--- src/rtl/sseg_scan_ctrl_pkg.sv ---
//==============================================================================
// sseg_scan_ctrl_pkg : shared constants and types for the 7-segment scan block
// Revision 1.0
//==============================================================================
`default_nettype none

package sseg_scan_ctrl_pkg;

    // Segment vectors are ordered a..g, active-low.
    typedef logic [0:6] seg_t;

    localparam seg_t SEG_BLANK = 7'b1111111;
    localparam seg_t SEG_DASH  = 7'b1111110;

    typedef enum logic [0:0] {
        S_GUARD = 1'b0,
        S_SHOW  = 1'b1
    } state_t;

endpackage

`default_nettype wire

--- src/rtl/sseg_scan_ctrl_bcdtosseg.sv ---
//==============================================================================
// BCDtoSSeg : BCD nibble to active-low a..g segment pattern, dash for 10..15
// Revision 1.0
//==============================================================================
`default_nettype none

module BCDtoSSeg
    import sseg_scan_ctrl_pkg::*;
(
    input  logic [3:0] bcd_i,
    output seg_t       seg_o
);

    always_comb begin
        seg_o = SEG_DASH;
        case (bcd_i)
            4'd0:    seg_o = 7'b0000001;
            4'd1:    seg_o = 7'b1001111;
            4'd2:    seg_o = 7'b0010010;
            4'd3:    seg_o = 7'b0000110;
            4'd4:    seg_o = 7'b1001100;
            4'd5:    seg_o = 7'b0100100;
            4'd6:    seg_o = 7'b0100000;
            4'd7:    seg_o = 7'b0001111;
            4'd8:    seg_o = 7'b0000000;
            4'd9:    seg_o = 7'b0000100;
            default: seg_o = SEG_DASH;
        endcase
    end

endmodule

`default_nettype wire

--- src/rtl/sseg_scan_ctrl.sv ---
//==============================================================================
// sseg_scan_ctrl : time-multiplexed N-digit common-anode 7-segment scanner
// Revision 1.0
//==============================================================================
`default_nettype none

module sseg_scan_ctrl
    import sseg_scan_ctrl_pkg::*;
#(
    parameter int N_DIGITS     = 4,
    parameter int CLK_HZ       = 50_000_000,
    parameter int SCAN_HZ      = 1000,
    parameter int BLANK_CYCLES = 16
) (
    input  logic                  clk,
    input  logic                  rst,
    input  logic                  load,
    input  logic [4*N_DIGITS-1:0] bcd_in,
    input  logic                  blank_lz,
    output logic                  load_ack,
    output logic                  frame,
    output logic [0:6]            SSeg,
    output logic [N_DIGITS-1:0]   an
);

    localparam int SLOT  = CLK_HZ / SCAN_HZ;
    localparam int CNT_W = (SLOT > 1) ? $clog2(SLOT) : 1;
    localparam int IDX_W = $clog2(N_DIGITS);
    localparam int BCD_W = 4 * N_DIGITS;

    localparam logic [N_DIGITS-1:0] AN_OFF   = '1;
    localparam logic [CNT_W-1:0]    CNT_LAST = CNT_W'(SLOT - 1);
    localparam logic [CNT_W-1:0]    CNT_GRD  = CNT_W'(BLANK_CYCLES - 1);
    localparam logic [IDX_W-1:0]    IDX_LAST = IDX_W'(N_DIGITS - 1);

    state_t                state_q,   state_d;
    logic [CNT_W-1:0]      cnt_q,     cnt_d;
    logic [IDX_W-1:0]      idx_q,     idx_d;
    logic [BCD_W-1:0]      shadow_q,  shadow_d;
    logic [BCD_W-1:0]      disp_q,    disp_d;
    logic                  pending_q, pending_d;
    logic                  lz_q,      lz_d;
    logic                  ack_q,     ack_d;
    logic                  frame_q,   frame_d;
    logic [N_DIGITS-1:0]   an_q,      an_d;
    seg_t                  seg_q,     seg_d;

    logic [3:0]            digits   [N_DIGITS];
    logic [N_DIGITS-1:0]   zero_up;
    logic [3:0]            digit_sel;
    seg_t                  dec_seg;
    logic                  cnt_last;
    logic                  boundary;
    logic                  blank_digit;

    generate
        for (genvar gi = 0; gi < N_DIGITS; gi++) begin : g_digits
            assign digits[gi] = disp_q[4*gi +: 4];
        end
    endgenerate

    // zero_up[i] = 1 when every digit from N-1 down to i is zero.
    always_comb begin
        zero_up = '0;
        zero_up[N_DIGITS-1] = (digits[N_DIGITS-1] == 4'd0);
        for (int i = N_DIGITS - 2; i >= 0; i--) begin
            zero_up[i] = zero_up[i+1] && (digits[i] == 4'd0);
        end
    end

    assign digit_sel = digits[idx_q];

    BCDtoSSeg u_dec (
        .bcd_i (digit_sel),
        .seg_o (dec_seg)
    );

    assign cnt_last    = (cnt_q == CNT_LAST);
    assign boundary    = (state_q == S_SHOW) && cnt_last && (idx_q == IDX_LAST);
    assign blank_digit = lz_q && (idx_q != '0) && zero_up[idx_q];

    // Prescaler, scan FSM and digit index.
    always_comb begin
        cnt_d   = cnt_last ? '0 : cnt_q + 1'b1;
        state_d = state_q;
        idx_d   = idx_q;
        lz_d    = lz_q;
        case (state_q)
            S_GUARD: begin
                if (cnt_q == CNT_GRD) begin
                    state_d = S_SHOW;
                    lz_d    = blank_lz;
                end
            end
            S_SHOW: begin
                if (cnt_last) begin
                    state_d = S_GUARD;
                    idx_d   = (idx_q == IDX_LAST) ? '0 : idx_q + 1'b1;
                end
            end
            default: begin
                state_d = S_GUARD;
            end
        endcase
    end

    // Shadow register and frame-aligned commit; a load on the boundary bypasses the shadow.
    always_comb begin
        shadow_d  = shadow_q;
        pending_d = pending_q;
        disp_d    = disp_q;
        ack_d     = 1'b0;
        frame_d   = boundary;
        if (boundary) begin
            if (load) begin
                shadow_d  = bcd_in;
                disp_d    = bcd_in;
                pending_d = 1'b0;
                ack_d     = 1'b1;
            end else if (pending_q) begin
                disp_d    = shadow_q;
                pending_d = 1'b0;
                ack_d     = 1'b1;
            end
        end else if (load) begin
            shadow_d  = bcd_in;
            pending_d = 1'b1;
        end
    end

    // Anode and segment pins are both derived from the same state/idx, so they move together.
    always_comb begin
        an_d  = AN_OFF;
        seg_d = SEG_BLANK;
        if (state_q == S_SHOW) begin
            an_d  = ~({{(N_DIGITS-1){1'b0}}, 1'b1} << idx_q);
            seg_d = blank_digit ? SEG_BLANK : dec_seg;
        end
    end

    always_ff @(posedge clk) begin
        if (rst) begin
            state_q   <= S_GUARD;
            cnt_q     <= '0;
            idx_q     <= '0;
            shadow_q  <= '0;
            disp_q    <= '0;
            pending_q <= 1'b0;
            lz_q      <= 1'b0;
            ack_q     <= 1'b0;
            frame_q   <= 1'b0;
            an_q      <= AN_OFF;
            seg_q     <= SEG_BLANK;
        end else begin
            state_q   <= state_d;
            cnt_q     <= cnt_d;
            idx_q     <= idx_d;
            shadow_q  <= shadow_d;
            disp_q    <= disp_d;
            pending_q <= pending_d;
            lz_q      <= lz_d;
            ack_q     <= ack_d;
            frame_q   <= frame_d;
            an_q      <= an_d;
            seg_q     <= seg_d;
        end
    end

    assign load_ack = ack_q;
    assign frame    = frame_q;
    assign SSeg     = seg_q;
    assign an       = an_q;

endmodule

`default_nettype wire

--- config.mk ---
export PLATFORM = sky130hd
export DESIGN_NAME = sseg_scan_ctrl
export DESIGN_NICKNAME = d
export VERILOG_FILES = /design/src/rtl/sseg_scan_ctrl_pkg.sv /design/src/rtl/sseg_scan_ctrl_bcdtosseg.sv /design/src/rtl/sseg_scan_ctrl.sv
export SDC_FILE = /design/constraint.sdc
export NUM_CORES = 1
export LEC_CHECK = 0
export CAP_MARGIN = 10
export CORE_ASPECT_RATIO = 0.8
export CORE_MARGIN = 1
export CORE_UTILIZATION = 45
export DETAILED_ROUTE_END_ITERATION = 7
export MAX_ROUTING_LAYER = met4
export PLACE_DENSITY = 0.76
export SETUP_SLACK_MARGIN = 0.5
export SKIP_CTS_REPAIR_TIMING = 1
export SYNTH_ARGS = -nofsm -noshare
export SYNTH_HDL_FRONTEND = slang
export SYNTH_HIERARCHICAL = 1
export SYNTH_SLANG_ARGS = --single-unit
--- constraint.sdc ---
create_clock -name clk -period 2.16 [get_ports clk]
set_input_delay 0.648 -clock clk [delete_from_list [all_inputs] [get_ports clk]]
set_output_delay 0.648 -clock clk [all_outputs]
set_load 0.02 [all_outputs]
==> results.json <==
{
  "status": "complete, no violations",
  "crit_path_end": "SSeg[3]",
  "cts-root-buf": "clkbuf_8",
  "ant_nets": 0,
  "place.port_buffers": 32,
  "busiest_layer": "met2",
  "multiInputGateArea_um2": 1717,
  "clock_latency_ps": 350,
  "met3_usage_pct": 6.566,
  "synth-seq-area-share_pct": 44.35,
  "critPathKind": "flip-flop to flip-flop",
  "syn_inst": 301,
  "drc": 0,
  "final_core_util_pct": 63.44,
  "ff2ff_path_depth": 7,
  "setup_tns_ps": 0,
  "chipWidth_um": 92.97,
  "pre_cts_ws_ps": 15.13,
  "hold_violations": 0,
  "first_pass_iters": 4,
  "gp_congestion": 0.8381,
  "cts_tree": "yes",
  "rr_endpoint": "SSeg[3]",
  "yosys-top-cells-area": "dfxtp_1 44%, mux2i_1 6.0%, nor2_1 5.8%",
  "vias_per_cell": 5.301,
  "rsz0062_at_grt": "yes",
  "yosysWarnings": 6,
  "grtUsageMet1_pct": 24.47,
  "seqCellArea_um2": 1346,
  "crit_start": "idx_q[1]",
  "r2r_setup_slack_ps": 260,
  "drt-total-wl_um": 7025,
  "drv_cap": 0,
  "ioPinCount": 33,
  "clock_sinks": 66,
  "synthesis.nets": 331,
  "placed_cell_area_um2": 3490,
  "fp.dieArea_um2": 6952,
  "grt_start_max_net_pins": 31,
  "area_delta_synth_final_pct": 35.78,
  "worstPathArrival_ps": 2190,
  "crit_required_ps": 2450,
  "htree_levels": 3,
  "cts.reportedPaths.clkPinSlew_ps": 80,
  "worst_setup_path_start_kind": "flip-flop",
  "hold_class": "flip-flop to flip-flop",
  "ctsLongestPathBuffers": 2,
  "detailroute.via_count": 2380,
  "final_cells": 449,
  "grt_antenna_before_repair": 0,
  "cts_made_buffers": 9,
  "period_needed_ps": 1899,
  "drive_above_1_share_pct": 28.49,
  "post-place-cells": 413,
  "final_area_um2": 4045,
  "cp_max_fo": 7,
  "track_usage_pct": 20.26,
  "timing.rr.start": "idx_q[1]",
  "yosys.area.top_type": "dfxtp_1",
  "grt_pass1_vias": 2200,
  "fin_nets": 390,
  "yosysUniqueCellTypes": 47,
  "n_antenna_cell": 0,
  "synth_flop_cell": "dfxtp_1",
  "async_flop_share_pct": 0,
  "synth_edf_count": 0,
  "coreArea_um2": 6376,
  "fin_ws_ps": 260.9,
  "syn_area_um2": 2979,
  "wl_per_cell_um": 15.65,
  "initial_core_util_pct": 46.72,
  "avgSynthCellArea_um2": 9.897,
  "fmax_ghz": 0.5266,
  "met2_usage_pct": 31.86,
  "power_density_nw_per_um2": 628.4,
  "grt_pass1_wl_um": 10300,
  "tightest_slew_ps": 339.3,
  "max_slew_margin_pct": 77.17,
  "finalMaxSlewViolations": 0,
  "rows": 26,
  "finClkSkew_ps": 10.80,
  "peakVddDrop_uv": 462.6,
  "yosysTopAreaCellShare_pct": 44.35,
  "period_share_pct": 87.92,
  "dp_hpwl_um": 4307,
  "setup_viol": 0,
  "crit_path_end_kind": "flip-flop",
  "dr.first_iter.drc_count": 165,
  "ys_ff_latch": 66,
  "grt_overflow": 0,
  "fillCellCount": 539,
  "fp.dieH_um": 74.78,
  "p_leak_uw": 0.001557
}
==> power by group <==
group | internal [µW] | leakage [µW] | switching [µW]
logic | 66.0 | 0.000899 | 55.1
registers | 1240 | 0.000544 | 11.5
clock network | 659 | 0.000114 | 513
==> routing by layer <==
metal | share of wire [%] | vias up
met5 | 0 | -
met2 | 48 | 84
met3 | 5.6 | 10
met4 | 1.4 | 0
met1 | 45 | 1128
li1 | - | 1158
==> worst min path at each step <==
stage / startpoint / endpoint / cells past startpoint
after floorplan: cnt_q[0] / cnt_q[0] / 1
after global placement: cnt_q[0] / cnt_q[0] / 1
after detailed placement: lz_q / lz_q / 2
after CTS: lz_q / lz_q / 2
after global routing: cnt_q[0] / cnt_q[0] / 1
final: cnt_q[0] / cnt_q[0] / 1
==> synth_stat cells, types with 4 or more instances <==
cell type	count
dfxtp_1	66
nor2_1	46
nand2_1	20
mux2i_1	18
nor2b_1	17
inv_1	11
xnor2_1	11
ha_1	10
mux2_4	10
nor4_1	9
a21oi_1	8
clkbuf_1	7
mux2_2	6
nand3_1	6
nor3_1	6
o21ai_0	5
mux4_2	4
nand4_1	4
or3_1	4
==> placed cells by master (no fill, tap or decap), types with 6 or more instances in the layout <==
cell type	count
buf_4	20
dlymetal6s2s_1	13
mux2i_1	17
nand2_1	19
nor2b_1	17
nor3_1	6
dfxtp_2	11
mux2_4	16
dfxtp_1	52
inv_1	9
nor2_1	45
clkdlybuf4s50_1	19
a21oi_1	6
nor4_1	9
xnor2_1	11
clkbuf_8	9
==> final cells by class <==
cell class                 count  share of cell area (%)
timing repair buffer          59                   15.00
sequential                    66                   33.28
clock inverter                 7                   2.474
inverter                      11                   1.144
multi-input combinational    213                   42.44
clock buffer                   9                   3.062
tap                           84                   2.598
==> state kept, by name (all words and copies together), names as in the netlist <==
register / cells
lz_q: 1
SSeg: 7
load_ack: 1
cnt_q: 16
disp_q: 16
frame: 1
idx_q: 2
an: 4
shadow_q: 16
state_q: 1
pending_q: 1
==> stage by stage <==
step	hold slack, ps	total power, µW
finish	458.8	2542
global route	473.3	2630
CTS	464.3	2569
detailed placement	451.3	1401
global placement	447.4	1397
floorplan	432.5	1338
==> logic make-up after synthesis <==
| kind of cell | after synthesis | synth area share, % |
|---|---|---|
| AO/OA/AOI/OAI | 21 | 4.284 |
| XOR/XNOR | 12 | 3.528 |
| adder cells (fa/ha/maj) | 10 | 4.200 |
| buffers and inverters | 23 | 3.612 |
| flip-flops | 66 | 44.35 |
| multiplexers | 38 | 16.38 |
| AND/OR/NAND/NOR | 131 | 23.65 |
==> critical path: stages (launching register included) <==
cell	delay, ps
dfxtp_4	400
mux4_2	660
inv_4	120
ha_4	200
and3b_1	160
a21oi_1	160
nor2_1	70
nand2_1	70
Note: power is estimated with default switching activity, not from simulation.
